**src/rtl/mem_port_arbiter.sv**
```systemverilog
// Arbitrates one single-port memory between instruction fetch (IF) and data (DM) requests.
// Define MEM_ARB_PERF_EN to add the stall_cnt performance counter output.
module mem_port_arbiter #(
   parameter int unsigned MEM_LAT = 2,
   parameter int unsigned ADDR_W  = 32,
   parameter int unsigned DATA_W  = 32
) (
   input  logic              clk,
   input  logic              rst,
   input  logic              if_req,
   input  logic [ADDR_W-1:0] if_addr,
   output logic [DATA_W-1:0] if_rdata,
   output logic              if_ready,
   input  logic              dm_req,
   input  logic              dm_we,
   input  logic [ADDR_W-1:0] dm_addr,
   input  logic [DATA_W-1:0] dm_wdata,
   output logic [DATA_W-1:0] dm_rdata,
   output logic              dm_ready,
   output logic              mem_en,
   output logic              mem_we,
   output logic [ADDR_W-1:0] mem_addr,
   output logic [DATA_W-1:0] mem_wdata,
   input  logic [DATA_W-1:0] mem_rdata,
`ifdef MEM_ARB_PERF_EN
   output logic [31:0]       stall_cnt,
`endif
   output logic              nostall
);

   typedef enum logic [1:0] {StIdle, StAccess, StResp} state_e;

   state_e     state_q;
   logic [3:0] cnt_q;
   logic       gnt_dm_q;
   logic       if_done_q;
   logic       dm_done_q;

   // The ready pulse counts as completion so the last port's ready cycle already advances.
   assign nostall = ~((if_req & ~(if_done_q | if_ready)) | (dm_req & ~(dm_done_q | dm_ready)));

   always_ff @(posedge clk) begin
      if (rst) begin
         state_q   <= StIdle;
         cnt_q     <= 4'd0;
         gnt_dm_q  <= 1'b0;
         if_done_q <= 1'b0;
         dm_done_q <= 1'b0;
         mem_en    <= 1'b0;
         mem_we    <= 1'b0;
         mem_addr  <= '0;
         mem_wdata <= '0;
         if_rdata  <= '0;
         dm_rdata  <= '0;
         if_ready  <= 1'b0;
         dm_ready  <= 1'b0;
      end else begin
         mem_en <= 1'b0;
         case (state_q)
            StIdle: begin
               // DM wins: the MEM-stage instruction is older than the fetch.
               if (dm_req && !dm_done_q) begin
                  gnt_dm_q  <= 1'b1;
                  mem_en    <= 1'b1;
                  mem_we    <= dm_we;
                  mem_addr  <= dm_addr;
                  mem_wdata <= dm_wdata;
                  cnt_q     <= 4'(MEM_LAT);
                  state_q   <= StAccess;
               end else if (if_req && !if_done_q) begin
                  gnt_dm_q <= 1'b0;
                  mem_en   <= 1'b1;
                  mem_we   <= 1'b0;
                  mem_addr <= if_addr;
                  cnt_q    <= 4'(MEM_LAT);
                  state_q  <= StAccess;
               end
            end
            StAccess: begin
               if (cnt_q == 4'd0) begin
                  if (gnt_dm_q) begin
                     if (!mem_we) begin
                        dm_rdata <= mem_rdata;
                     end
                     dm_ready <= 1'b1;
                  end else begin
                     if_rdata <= mem_rdata;
                     if_ready <= 1'b1;
                  end
                  state_q <= StResp;
               end else begin
                  cnt_q <= cnt_q - 4'd1;
               end
            end
            StResp: begin
               if_ready <= 1'b0;
               dm_ready <= 1'b0;
               state_q  <= StIdle;
            end
            default: state_q <= StIdle;
         endcase

         // A pipeline advance retires both ports, including one completing this cycle.
         if (nostall) begin
            if_done_q <= 1'b0;
            dm_done_q <= 1'b0;
         end else begin
            if (if_ready) if_done_q <= 1'b1;
            if (dm_ready) dm_done_q <= 1'b1;
         end
      end
   end

`ifdef MEM_ARB_PERF_EN
   always_ff @(posedge clk) begin
      if (rst) begin
         stall_cnt <= 32'd0;
      end else if (!nostall) begin
         stall_cnt <= stall_cnt + 32'd1;
      end
   end
`endif

endmodule

```
**config.mk**
```make
export PLATFORM = sky130hd
export DESIGN_NAME = mem_port_arbiter
export DESIGN_NICKNAME = d
export VERILOG_FILES = /design/src/rtl/mem_port_arbiter.sv
export SDC_FILE = /design/constraint.sdc
export NUM_CORES = 1
export LEC_CHECK = 0
export ABC_AREA = 0
export CAP_MARGIN = 20
export CORE_MARGIN = 2
export CORE_UTILIZATION = 40
export CTS_CLUSTER_SIZE = 40
export DETAILED_ROUTE_END_ITERATION = 7
export PLACE_DENSITY_LB_ADDON = 0.15
export SLEW_MARGIN = 20
export SYNTH_ARGS = -nofsm -noshare
export SYNTH_HDL_FRONTEND = slang
export SYNTH_SLANG_ARGS = --single-unit
```
**constraint.sdc**
```tcl
create_clock -name clk -period 2.1 [get_ports clk]
set_input_delay 0.42 -clock clk [delete_from_list [all_inputs] [get_ports clk]]
set_output_delay 0.42 -clock clk [all_outputs]
set_load 0.02 [all_outputs]
```
# Word-level counts from Yosys, hierarchy flattened
# Index checks and enable logic that the tools add are counted.
# classes
add_sub_neg	1
n_eq_ne	7
n_mux	21
bitwise_logic	11
n_reduce_logical	19
# op_table
cell	n
32-bit 2-to-1 mux	2
4-bit 2-to-1 mux	3
3-bit AND reduction	4
1-bit 2-to-1 mux	9
2-bit inequality test, second input constant	4
4-bit one-hot mux with 2 select lines	1
2-bit 2-to-1 mux	3
1-bit NOT	6
2-bit AND reduction	3
2-bit nonzero test	3
4-bit logical NOT	1
1-bit one-hot mux with 2 select lines	2
2-bit one-hot mux with 2 select lines	1
4-bit AND reduction	1
2-bit OR reduction	2
4-bit by 1-bit subtractor with 4-bit output, second input constant	1
3-bit inequality test, second input constant	1
1-bit OR	3
1-bit AND	2
2-bit by 1-bit == test with 1-bit output, second input constant	1
2-bit == test, second input constant	1
1-bit logical AND	2
1-bit logical NOT	2
2-bit logical NOT	1
# word_totals
register_bits	141

# Depth between registers and ports, before layout
# Gate-level depths: netlist of run 1.
# depth
ltp_word	6
mapped_depth	8
depth_no_buf	6

# Worst setup path before layout of run 1
# Ideal clock, no wire load.
# synth_path
path_kind	input to output
start	in dm_req
end	out nostall
t_arrival_ns	1.371
setup_slack_ns	0.309
path_stages	5
n_path_buf	2
path_cell_list	nand2b_1 -> buf_2 -> buf_2 -> nor2_1 -> a21oi_1
# synth_between
elab_chain_len	3
# synth_rtl
element	line_no	source
start, declared	14	input logic dm_req,
1-bit AND	40	assign nostall = ~((if_req & ~(if_done_q | if_ready)) | (dm_req & ~(dm_done_q | dm_ready)));
1-bit OR	40	
1-bit NOT (no source line)	--	
end, declared	28	output logic nostall
# Every way passes these cells.

# Worst setup path in the final report of run 1
# layout_path
start	reg dm_ready
end	out dm_ready
# layout_lines
element	line_no	source
start, declared	19	output logic dm_ready,
start signal, assigned	56	dm_ready <= 1'b0;
start signal, assigned	85	dm_ready <= 1'b1;
start signal, assigned	97	dm_ready <= 1'b0;
# No word-level cell between the ends.

==> metrics.md, run 1 <==
| Metric | Value |
|---|---|
| Outcome | `finished clean` |
| Buffers and inverters on the worst path | `1` |
| Number of DRC violations after detailed-routing iteration 0 | `272` |
| Worst-case setup slack after placement | `-34.36 ps` |
| Yosys top cell by area | `sky130_fd_sc_hd__dfxtp_1` |
| Register area | `0.002823 sq mm` |
| Worst-path clk slew | `50 ps` |
| Routed vias/inst | `4.882` |
| Cell area power density | `898.3 mW/mm^2` |
| Synth Instances | `624` |
| Worst-case vdd ir drop | `521.2 uV` |
| Sink count of the clock tree | `141` |
| Overall die height | `119.1 microns` |
| CORE AREA | `0.01309 sq mm` |
| Via count of the first global-routing pass | `5036` |
| Detailed-route DRC error count | `0` |
| Pin count of the biggest net entering global routing | `66` |
| Initial cell density of the core | `40.50%` |
| Final-layout fill cell count | `1081` |
| Global router's overall resource usage | `21.21%` |
| Share of layout cells above drive strength 1 | `6.885%` |
| Count of different cell masters after synthesis | `32` |
| Detailed-route wire length per cell | `14.41 microns` |
| Crit path max fanout | `5` |
| Total half-perimeter wirelength after legalization and detailed placement | `11000 microns` |
| Multi-input combinational cell area | `0.002245 sq mm` |
| Setup violation total in the final timing report | `0` |
| Final min period | `1898 ps` |
| Longest Clk Path Bufs | `2` |
| Startpoint of the worst setup timing path | `dm_ready` |
| Cells along the critical path | `clkdlybuf4s50_1` |
| Highest cell delay on the worst timing path | `640 ps` |
| Critical path type | `flop to primary output` |
| First-pass GRT wire length | `24070 microns` |
| Number of setup buffers added after CTS | `0` |
| Hold/Removal Path Class | `flop to flop` |
| CTS H-tree depth | `4` |
| Async SR Flop Fraction | `0%` |
| Total congestion overflow | `0` |
| Unrepaired setup endpoints after global routing | `no` |
| Kind of cell with the highest combined delay on the critical path | `buffers and inverters` |
| Clock tree from TritonCTS | `done` |
| R2R depth | `7` |
| Design area | `0.008742 sq mm` |
| First-pass DRT Iterations | `4` |
| Post-synthesis sequential element count | `141` |
| Post-Route WL | `15300 microns` |
| Insertion delay of the later-clocked pin in the worst-skew pair | `410 ps` |
| Required time of the critical path | `1680 ps` |
| Max Fclk | `526.9 MHz` |
| Biggest area contributors in the synthesized netlist | `sky130_fd_sc_hd__dfxtp_1 (53%), sky130_fd_sc_hd__nand2_1 (13%), sky130_fd_sc_hd__a21oi_1 (9.4%), sky130_fd_sc_hd__mux2i_1 (6.2%), sky130_fd_sc_hd__a211oi_1 (4.5%)` |
| Total inserted antenna cells | `0` |
| Total count of hold-check failures in the final report | `0` |
| Num ports | `266` |
| Signal arrival time at the worst endpoint | `1480 ps` |
| Slew at the pin closest to its max-slew limit | `541.7 ps` |
| Initial antenna violation count | `0` |
| Max stage delay cell, worst path | `sky130_fd_sc_hd__clkdlybuf4s50_1` |
| CTS Root Buffer Type | `sky130_fd_sc_hd__clkbuf_16` |
| Post-detailed-placement cell area | `0.008150 sq mm` |
| R2r startpoint | `cnt_q[1]` |
| Tot Pwr | `0.007853 W` |
| Mapped Area | `0.005299 sq mm` |
| Overall die width | `119.1 microns` |
| Period utilization | `90.37%` |
| Number of nets in the layout | `1008` |
| Internal reg-to-reg setup slack | `230 ps` |
| Fin Clk Skew | `11.55 ps` |
| Capture instance of the worst register-to-register path | `if_rdata[14]` |
| Final-layout worst hold slack | `450.8 ps` |
| Placement row count | `42` |
| Post-Syn Area per Cell | `8.492 sq um` |
| Top cell type's share of synthesized area | `53.27%` |
| Number of synthesized flops with an enable pin | `0` |
| Placer's final routability congestion estimate | `0.7812` |
| Destination of the critical timing path | `dm_ready` |
| Sequential area share after synthesis | `53.27%` |
| Max-slew violation count | `0` |
| Worst path depth | `1` |
| Final worst slack | `202.2 ps` |
| Crit path capture type | `primary output` |
| Overall die area | `0.01418 sq mm` |
| Num CTS Buffers | `17` |
| Dominant synthesized flop cell | `sky130_fd_sc_hd__dfxtp_1` |
| Routed vias | `5185` |
| Port-buffer cells | `265` |
| Most instantiated cells after synthesis | `sky130_fd_sc_hd__nand2_1 (184), sky130_fd_sc_hd__dfxtp_1 (141), sky130_fd_sc_hd__a21oi_1 (99)` |
| Post-CTS Hold Buffers | `0` |
| Most common cell in the netlist | `sky130_fd_sc_hd__nand2_1` |
| Synthesized netlist net count | `759` |
| Static leakage | `3.216 nW` |
| Relative slew margins | `63.89%` |
| Max-cap check violation count | `0` |
| Final ANT Viol Nets | `0` |
| Area growth syn-to-layout | `64.98%` |
| Launching element type of the critical path | `flop` |
| Synth warn | `0` |
## logic make-up (layout without fill, tap and decap cells)
| kind of cell | count (synthesis) | count (layout) | synth area share, % |
|---|---|---|---|
| AND/OR/NAND/NOR | 257 | 257 | 19.91 |
| multiplexers | 33 | 33 | 6.234 |
| XOR/XNOR | 1 | 1 | 0.1653 |
| adder cells (fa/ha/maj) | 2 | 2 | 0.4722 |
| AO/OA/AOI/OAI | 138 | 138 | 15.30 |
| flip-flops | 141 | 141 | 53.27 |
| buffers and inverters | 52 | 314 | 4.652 |
## registers in the layout (all words and copies together), names as in the netlist
register / cells
if_done_q: 1
mem_wdata: 32
mem_we: 1
gnt_dm_q: 1
if_rdata: 32
cnt_q: 4
dm_done_q: 1
if_ready: 1
mem_addr: 32
dm_ready: 1
state_q: 2
mem_en: 1
dm_rdata: 32
## placed cells by master (no fill, tap or decap), drive strengths merged, types with 2 or more instances in the layout
| cell | count |
|---|---|
| clkdlybuf4s50 | 263 |
| nand2 | 193 |
| dfxtp | 141 |
| a21oi | 100 |
| nor2 | 41 |
| mux2i | 33 |
| a211oi | 33 |
| clkbuf | 20 |
| buf | 14 |
| nor3 | 7 |
| inv | 6 |
| clkinv | 5 |
| nand2b | 4 |
| clkinvlp | 3 |
| or3 | 2 |
| nor2b | 2 |
| nor4 | 2 |
| ha | 2 |
| bufinv | 2 |
## where the power goes
part | internal, W | switching [W]
logic | 0.000900 | 0.000938
clock network | 0.00182 | 0.00113
registers | 0.00292 | 0.000143
## worst min-delay path by stage
stage,slack [ps],from,depth (start not counted),end
final,450,if_rdata[8],2,if_rdata[8]
after global routing,470,mem_wdata[11],2,mem_wdata[11]
after CTS,450,rst,2,state_q[0]
after detailed placement,450,if_rdata[8],2,if_rdata[8]
after global placement,440,mem_wdata[24],2,mem_wdata[24]
after floorplan,470,dm_done_q,2,dm_done_q
## timing repair
action                     in CTS  in global routing
gates resized for setup         1                  0
hold endpoints to repair        0                  0
setup endpoints to repair       1                  0
## stage by stage
step / util (%) / std cells / TNS, ps
final: 66.81 / 1062 / 0
after global routing: 66.81 / 1062 / 0
after CTS: 66.81 / 1062 / 0
after detailed placement: 62.29 / 1030 / -56.90
after global placement: 62.29 / 1030 / -6.256
after floorplan: - / 624 / 0
## layout make-up
class / instances / area share [%]
repair buffers: 278 / 32.56
flip-flops and latches: 141 / 32.29
multi-input cells: 431 / 25.68
clock buffers: 20 / 5.224
well taps: 176 / 2.519
clock inverters: 12 / 1.560
inverters: 4 / 0.1717
## metal layers
| layer | wire length (microns) | vias to the layer above | global-route usage, % |
|---|---|---|---|
| li1 | - | 2584 | - |
| met1 | 6252 | 2386 | 23.58 |
| met2 | 7608 | 185 | 37.32 |
| met3 | 1064 | 30 | 6.657 |
| met4 | 375 | 0 | 8.854 |
| met5 | 0 | - | 0 |
Power figures use the tool's default switching activity.
==> inputs of run 2 (changes only) <==
GPL_ROUTABILITY_DRIVEN = 0   (was unset)
==> results of run 2 <==
Final layout, timing and power as in run 1 (identical DEF).
